**config.mk**
```make
export PLATFORM = sky130hd
export DESIGN_NAME = hazard_scoreboard_ctrl
export DESIGN_NICKNAME = d
export VERILOG_FILES = /design/src/rtl/hazard_scoreboard_ctrl_pkg.sv /design/src/rtl/hazard_scoreboard_ctrl_match.sv /design/src/rtl/hazard_scoreboard_ctrl.sv
export SDC_FILE = /design/constraint.sdc
export NUM_CORES = 1
export LEC_CHECK = 0
export CAP_MARGIN = 20
export CORE_MARGIN = 5
export CORE_UTILIZATION = 30
export DETAILED_ROUTE_END_ITERATION = 7
export PLACE_DENSITY = 0.57
export SLEW_MARGIN = 20
export SYNTH_ARGS = -nofsm -noshare
export SYNTH_HDL_FRONTEND = slang
export SYNTH_HIERARCHICAL = 1
export SYNTH_SLANG_ARGS = --single-unit
```
**constraint.sdc**
```tcl
create_clock -name clk -period 2.15 [get_ports clk]
set_clock_uncertainty 0.05 [all_clocks]
set_input_delay 0.43 -clock clk [delete_from_list [all_inputs] [get_ports clk]]
set_output_delay 0.43 -clock clk [all_outputs]
set_load 0.02 [all_outputs]
```
**src/rtl/hazard_scoreboard_ctrl_pkg.sv**
```systemverilog
// Shared slot layout, decision encoding and defaults for the decode-stage hazard controller.
package hazard_scoreboard_ctrl_pkg;

  localparam int HZ_REG_ADDR_W = 4;
  localparam int HZ_MAX_WAIT   = 64;

  // Slot bit layout: {dest, mem_read, wb_en, v}
  localparam int SB_V    = 0;
  localparam int SB_WB   = 1;
  localparam int SB_MR   = 2;
  localparam int SB_DEST = 3;

  typedef enum logic [1:0] {
    DEC_ISSUE  = 2'd0,
    DEC_STALL  = 2'd1,
    DEC_FLUSH  = 2'd2,
    DEC_FREEZE = 2'd3
  } decision_t;

  function automatic int sb_slot_len(input int addr_w);
    return SB_DEST + addr_w;
  endfunction

endpackage

```
**src/rtl/hazard_scoreboard_ctrl_match.sv**
```systemverilog
// RAW match of one scoreboard slot against the ID sources; load_only restricts it to load producers.
module sb_slot_match
  import hazard_scoreboard_ctrl_pkg::*;
#(
  parameter int REG_ADDR_W = HZ_REG_ADDR_W
) (
  input  logic [sb_slot_len(REG_ADDR_W)-1:0] slot,
  input  logic [REG_ADDR_W-1:0]              src1,
  input  logic [REG_ADDR_W-1:0]              src2,
  input  logic                               two_src,
  input  logic                               load_only,
  output logic                               match
);

  logic [REG_ADDR_W-1:0] dest;
  logic                  hit;

  assign dest  = slot[SB_DEST +: REG_ADDR_W];
  assign hit   = (dest == src1) | (two_src & (dest == src2));
  assign match = slot[SB_V] & slot[SB_WB] & hit & (~load_only | slot[SB_MR]);

endmodule

```
**src/rtl/hazard_scoreboard_ctrl.sv**
```systemverilog
// Decode-stage sequencer: 2-slot writeback scoreboard (EX, MEM), stall/flush/freeze decode,
// saturating stall-cycle counter and sticky memory-wait timeout.
module hazard_scoreboard_ctrl
  import hazard_scoreboard_ctrl_pkg::*;
#(
  parameter int REG_ADDR_W = HZ_REG_ADDR_W,
  parameter int CNT_W      = 16,
  parameter int MAX_WAIT   = HZ_MAX_WAIT
) (
  input  logic                  clk,
  input  logic                  rst,
  input  logic                  id_valid,
  input  logic [REG_ADDR_W-1:0] id_src1,
  input  logic [REG_ADDR_W-1:0] id_src2,
  input  logic                  id_two_src,
  input  logic                  id_wb_en,
  input  logic                  id_mem_read,
  input  logic [REG_ADDR_W-1:0] id_dest,
  input  logic                  fwd_en,
  input  logic                  branch_taken,
  input  logic                  mem_busy,
  output logic                  hazard,
  output logic                  freeze_if,
  output logic                  bubble_ex,
  output logic                  flush,
  output logic                  freeze_all,
  output logic [CNT_W-1:0]      stall_cycles,
  output logic                  mem_timeout
);

  localparam int SLOT_LEN = sb_slot_len(REG_ADDR_W);
  localparam int WAIT_W   = $clog2(MAX_WAIT + 1);
  localparam logic [WAIT_W-1:0] WAIT_SAT  = WAIT_W'(MAX_WAIT);
  localparam logic [WAIT_W-1:0] WAIT_LAST = WAIT_W'(MAX_WAIT - 1);

  // Index 0 is the EX slot, index 1 the MEM slot.
  logic [SLOT_LEN-1:0] slot_reg [2];
  logic [1:0]          match;
  logic                raw;
  decision_t           dec;
  logic [SLOT_LEN-1:0] ex_next;
  logic [CNT_W-1:0]    stall_reg;
  logic [WAIT_W-1:0]   wait_reg;
  logic                timeout_reg;

  // With forwarding only a load in EX is unresolvable; MEM results are bypassed.
  for (genvar gi = 0; gi < 2; gi++) begin : g_match
    sb_slot_match #(.REG_ADDR_W(REG_ADDR_W)) u_match (
      .slot      (slot_reg[gi]),
      .src1      (id_src1),
      .src2      (id_src2),
      .two_src   (id_two_src),
      .load_only ((gi == 0) ? fwd_en : 1'b0),
      .match     (match[gi])
    );
  end

  assign raw = match[0] | (match[1] & ~fwd_en);

  always_comb begin
    dec = DEC_ISSUE;
    if (mem_busy)                dec = DEC_FREEZE;
    else if (branch_taken)       dec = DEC_FLUSH;
    else if (id_valid && raw)    dec = DEC_STALL;
  end

  assign freeze_all = (dec == DEC_FREEZE);
  assign flush      = (dec == DEC_FLUSH);
  assign hazard     = (dec == DEC_STALL);
  assign bubble_ex  = hazard;
  assign freeze_if  = hazard | freeze_all;

  assign ex_next = (dec == DEC_ISSUE) ? {id_dest, id_mem_read, id_wb_en, id_valid} : '0;

  always_ff @(posedge clk) begin
    if (rst) begin
      slot_reg[0] <= '0;
      slot_reg[1] <= '0;
      stall_reg   <= '0;
      wait_reg    <= '0;
      timeout_reg <= 1'b0;
    end else begin
      if (dec != DEC_FREEZE) begin
        slot_reg[0] <= ex_next;
        slot_reg[1] <= slot_reg[0];
      end
      if ((hazard || freeze_all) && (stall_reg != '1))
        stall_reg <= stall_reg + 1'b1;
      if (!mem_busy)
        wait_reg <= '0;
      else if (wait_reg != WAIT_SAT)
        wait_reg <= wait_reg + 1'b1;
      if (mem_busy && (wait_reg == WAIT_LAST))
        timeout_reg <= 1'b1;
    end
  end

  assign stall_cycles = stall_reg;
  assign mem_timeout  = timeout_reg;

endmodule

```
==> summary.md <==
The flow ran to the end, but the final reports show violations. The checks that failed: setup timing. Final hold analysis gives a worst-case slack of 0.468 ns. The number of buffers added on ports is 42, and the sum of buffers and inverters on the critical path is 2.

In this run the worst path has a maximum fanout of 3. The via count of the first global-routing pass was 1,757. The maximum clock frequency is 439 MHz.

The H-tree was split into 2 levels. Number of antenna violations at the first check in global routing: 0. Headroom to the max-slew limit came out at 60.0%.

Grouping stages by cell kind, the critical path spends the most delay in compound AO/OA/AOI/OAI gates. Counting along the longest clock path gives a buffer depth of 2. The number of nets in the layout is 298. The synthesized design contains 14 enable-type register cells. The finished layout holds 371 standard cells, fillers aside. The area of all sequential standard cells was 901 um2. A synthesized cell averages 9.73 um2. The aggregate global-route resource usage is 12.0%.

After detailed routing, the average wire length per cell comes to 14.1 um. The first global-routing pass estimated 8360 um of wire. For the pin with the worst max-slew slack, the measured transition is 0.597 ns. For this configuration, the core starts out at a cell density of 30.8%.

Clock tree synthesis found a total of 38 sinks. The post-route cell area is 3060 um2. Data on the critical path arrives at its endpoint at 1.80 ns.

The floorplan step defined a core boundary enclosing 6790 um2. The count of final max-slew check failures came out at 0. The logs give 0 for the number of antenna repair diodes and 0.000224 V for the maximum vdd ir drop. The endpoint class of the critical path was a primary output.

By count the netlist is led by dfxtp_1 (24), nor2_1 (20), xnor2_1 (19). The y dimension of the die is 93.5 um. For this block, the initial DRC count from the detailed router was 89. Total number of yosys warnings: 6. After synthesis the netlist holds a flip-flop and latch count of 38.

The total count of hold-check failures in the final report was 0; the post-synthesis net count was 239. The class of the most critical hold timing path is reg2reg. The sort of element at the start of the critical path is a flop.

The max-capacitance violation count is 0. The count of nets left with antenna violations once routing finished came out at 0. For this run, the leading register cell type out of synthesis is dfxtp_1. The logs give -0.127 ns for the least setup slack across all paths after layout and 43.1% for the proportion of synthesized chip area in sequential cells.

Routability-driven placement finished with a final weighted congestion of 0.813. The post-route clock period utilization works out to 106%. Cells with a size suffix above 1 make up 21.1% of the layout. In this run the number of cells on the critical path is 7. The cell area after placement was 2680 um2; the cell count after synthesis was 215. At the worst endpoint, the required time is 1.67 ns. Clock-pin slew was measured on the worst setup and hold paths at 0.08 ns. Placed instance count: 358. The slowest cell on the critical path is edfxtp_1. The multi-input logic area is 1290 um2, and the post-synthesis to final-layout area growth is 46.5%. The tools report the layout filler cell count as 646. Setup repair after global routing could not meet its margin everywhere.

By instance count, the leading cell after synthesis is dfxtp_1. The clock insertion delay at the later pin of the skew report came out at 0.29 ns. The fraction of synthesis flops using an asynchronous set or reset pin came out at 0%. Buffer cell driving the clock tree root: clkbuf_8.

Logic depth of the worst register-to-register path: 9. The tools report the first-pass detailed-route iteration total as 4. The synthesized netlist occupies a cell area of 2090 um2. Setup violations remaining at the end of the flow were counted as 5. Adding up every negative setup slack in the final design gives -0.388 ns. The maximum cell stage delay along the critical path came out at 0.44 ns. Summed over its instances, the top area cell type makes up 23.0% of the synthesized netlist area.

Dividing total power by cell area gives a power density of 562 nW/um2. The smallest clock period supported by the final layout is computed as 2.28 ns. For this design, the CTS-stage hold fixing added 0 buffers.

The count of boundary I/O pins is 43, and the number of CTS-inserted buffers is 5. The area of the die was 8740 um2. Using the TritonRoute via totals, the vias-per-cell ratio works out to 4.88. Summed over all layers, the global routing overflow is 0. Total number of vias: 1,811. After detailed routing, the number of remaining DRC violations is 0. Once detailed placement completed, the half-perimeter wirelength came to 3670 um. The signal on the critical path passes through xnor2_1, nand4_1, o22ai_1, nand2b_1, a22o_4, inv_4, buf_6. The die width was 93.5 um. The run gives 5210 um as the total wire length. Sorting the synthesized cells by area gives the leading types as dfxtp_1 (23%), edfxtp_1 (20%), xnor2_1 (8.0%). The flip-flop count of the largest register after layout works out to 16. The largest total area in the synthesized netlist belongs to dfxtp_1. The classification of the worst setup path was reg2out.

The logs give 23 for the largest net degree at the start of global routing and 0.00106 uW for the leakage power summed over all cells. Number of distinct library cells after synthesis: 50. Row generation in the floorplan step produced 30 rows. The post-placement worst setup slack is -0.775 ns, and the instance count along the most critical hold path is 2. TritonCTS built the clock tree.
metal layers:
layer | global-route usage (%) | part of all wire, % | wire, um | vias up
met5 | 0 | 0 | 0 | -
met4 | 5.01 | 2.1 | 108 | 0
met3 | 2.74 | 4.3 | 224 | 11
met2 | 19.0 | 47 | 2470 | 28
met1 | 15.8 | 46 | 2410 | 872
li1 | - | - | - | 900
path summary, 6_finish.rpt:
check,start,endpoint,slack [ns]
hold reg to reg,mem_timeout,mem_timeout,0.47
setup / recovery,slot_reg[0][11],freeze_if,-0.13
setup reg to reg,slot_reg[0][11],stall_cycles[7],-0.03
hold / removal,mem_timeout,mem_timeout,0.47
tightest hold or removal path: stages, from the launching register on:
cell and delay, ns:
dfxtp_1 0.35, a31oi_1 0.05, nor2_1 0.08
stage by stage:
step	power (uW)	util, %
5_1_grt	1790	45.1
2_1_floorplan	888	-
3_3_place_gp	973	39.5
6_report	1720	45.1
3_5_place_dp	975	39.5
4_1_cts	1720	43.4
cell families after synthesis:
family                     after synthesis  synth area share [%]
xor gates and xnor gates                22                  9.21
DFF                                     38                  43.1
and+or+nand+nor                         95                  27.2
adders and majority gates                3                  1.79
buffers and inverters                   17                  4.66
AOI/OAI and AO/OA                       33                  10.8
muxes                                    6                  3.17
other                                    1                 0.179
cell usage in the layout, fill, tap and decap left out, drive strengths merged, types with 3 or more instances in the layout:
master	n
a21oi	8
and2	16
buf	21
clkbuf	5
clkdlybuf4s50	29
dfxtp	24
dlygate4sd2	10
edfxtp	14
ha	3
inv	9
mux2	5
nand2	4
nand2b	4
nand3	12
nand4	8
nor2	20
nor2b	5
nor3	4
nor4	6
o21ai	5
o31ai	3
or3	3
or4	4
xnor2	19
xor2	3
cell type report:
cell class                      instances  area share, %
Clock inverter                          3           2.25
Inverter                                9           1.18
Timing Repair Buffer                   60           19.0
Clock buffer                            5           2.25
Tap cell                               96           3.92
Sequential cell                        38           29.4
Multi-Input combinational cell        160           42.0
what timing repair did:
item                       in CTS  in global routing
setup buffers                   3                  1
pin swaps                       8                 17
setup endpoints to repair      25                 24
gates resized for setup        45                 24
cloned                          1                  0
power by group:
group	switching (uW)	internal [uW]
Sequential	18.7	767
Clock	272	465
Combinational	91.6	107
No activity file was read; power rests on OpenSTA's default activity.
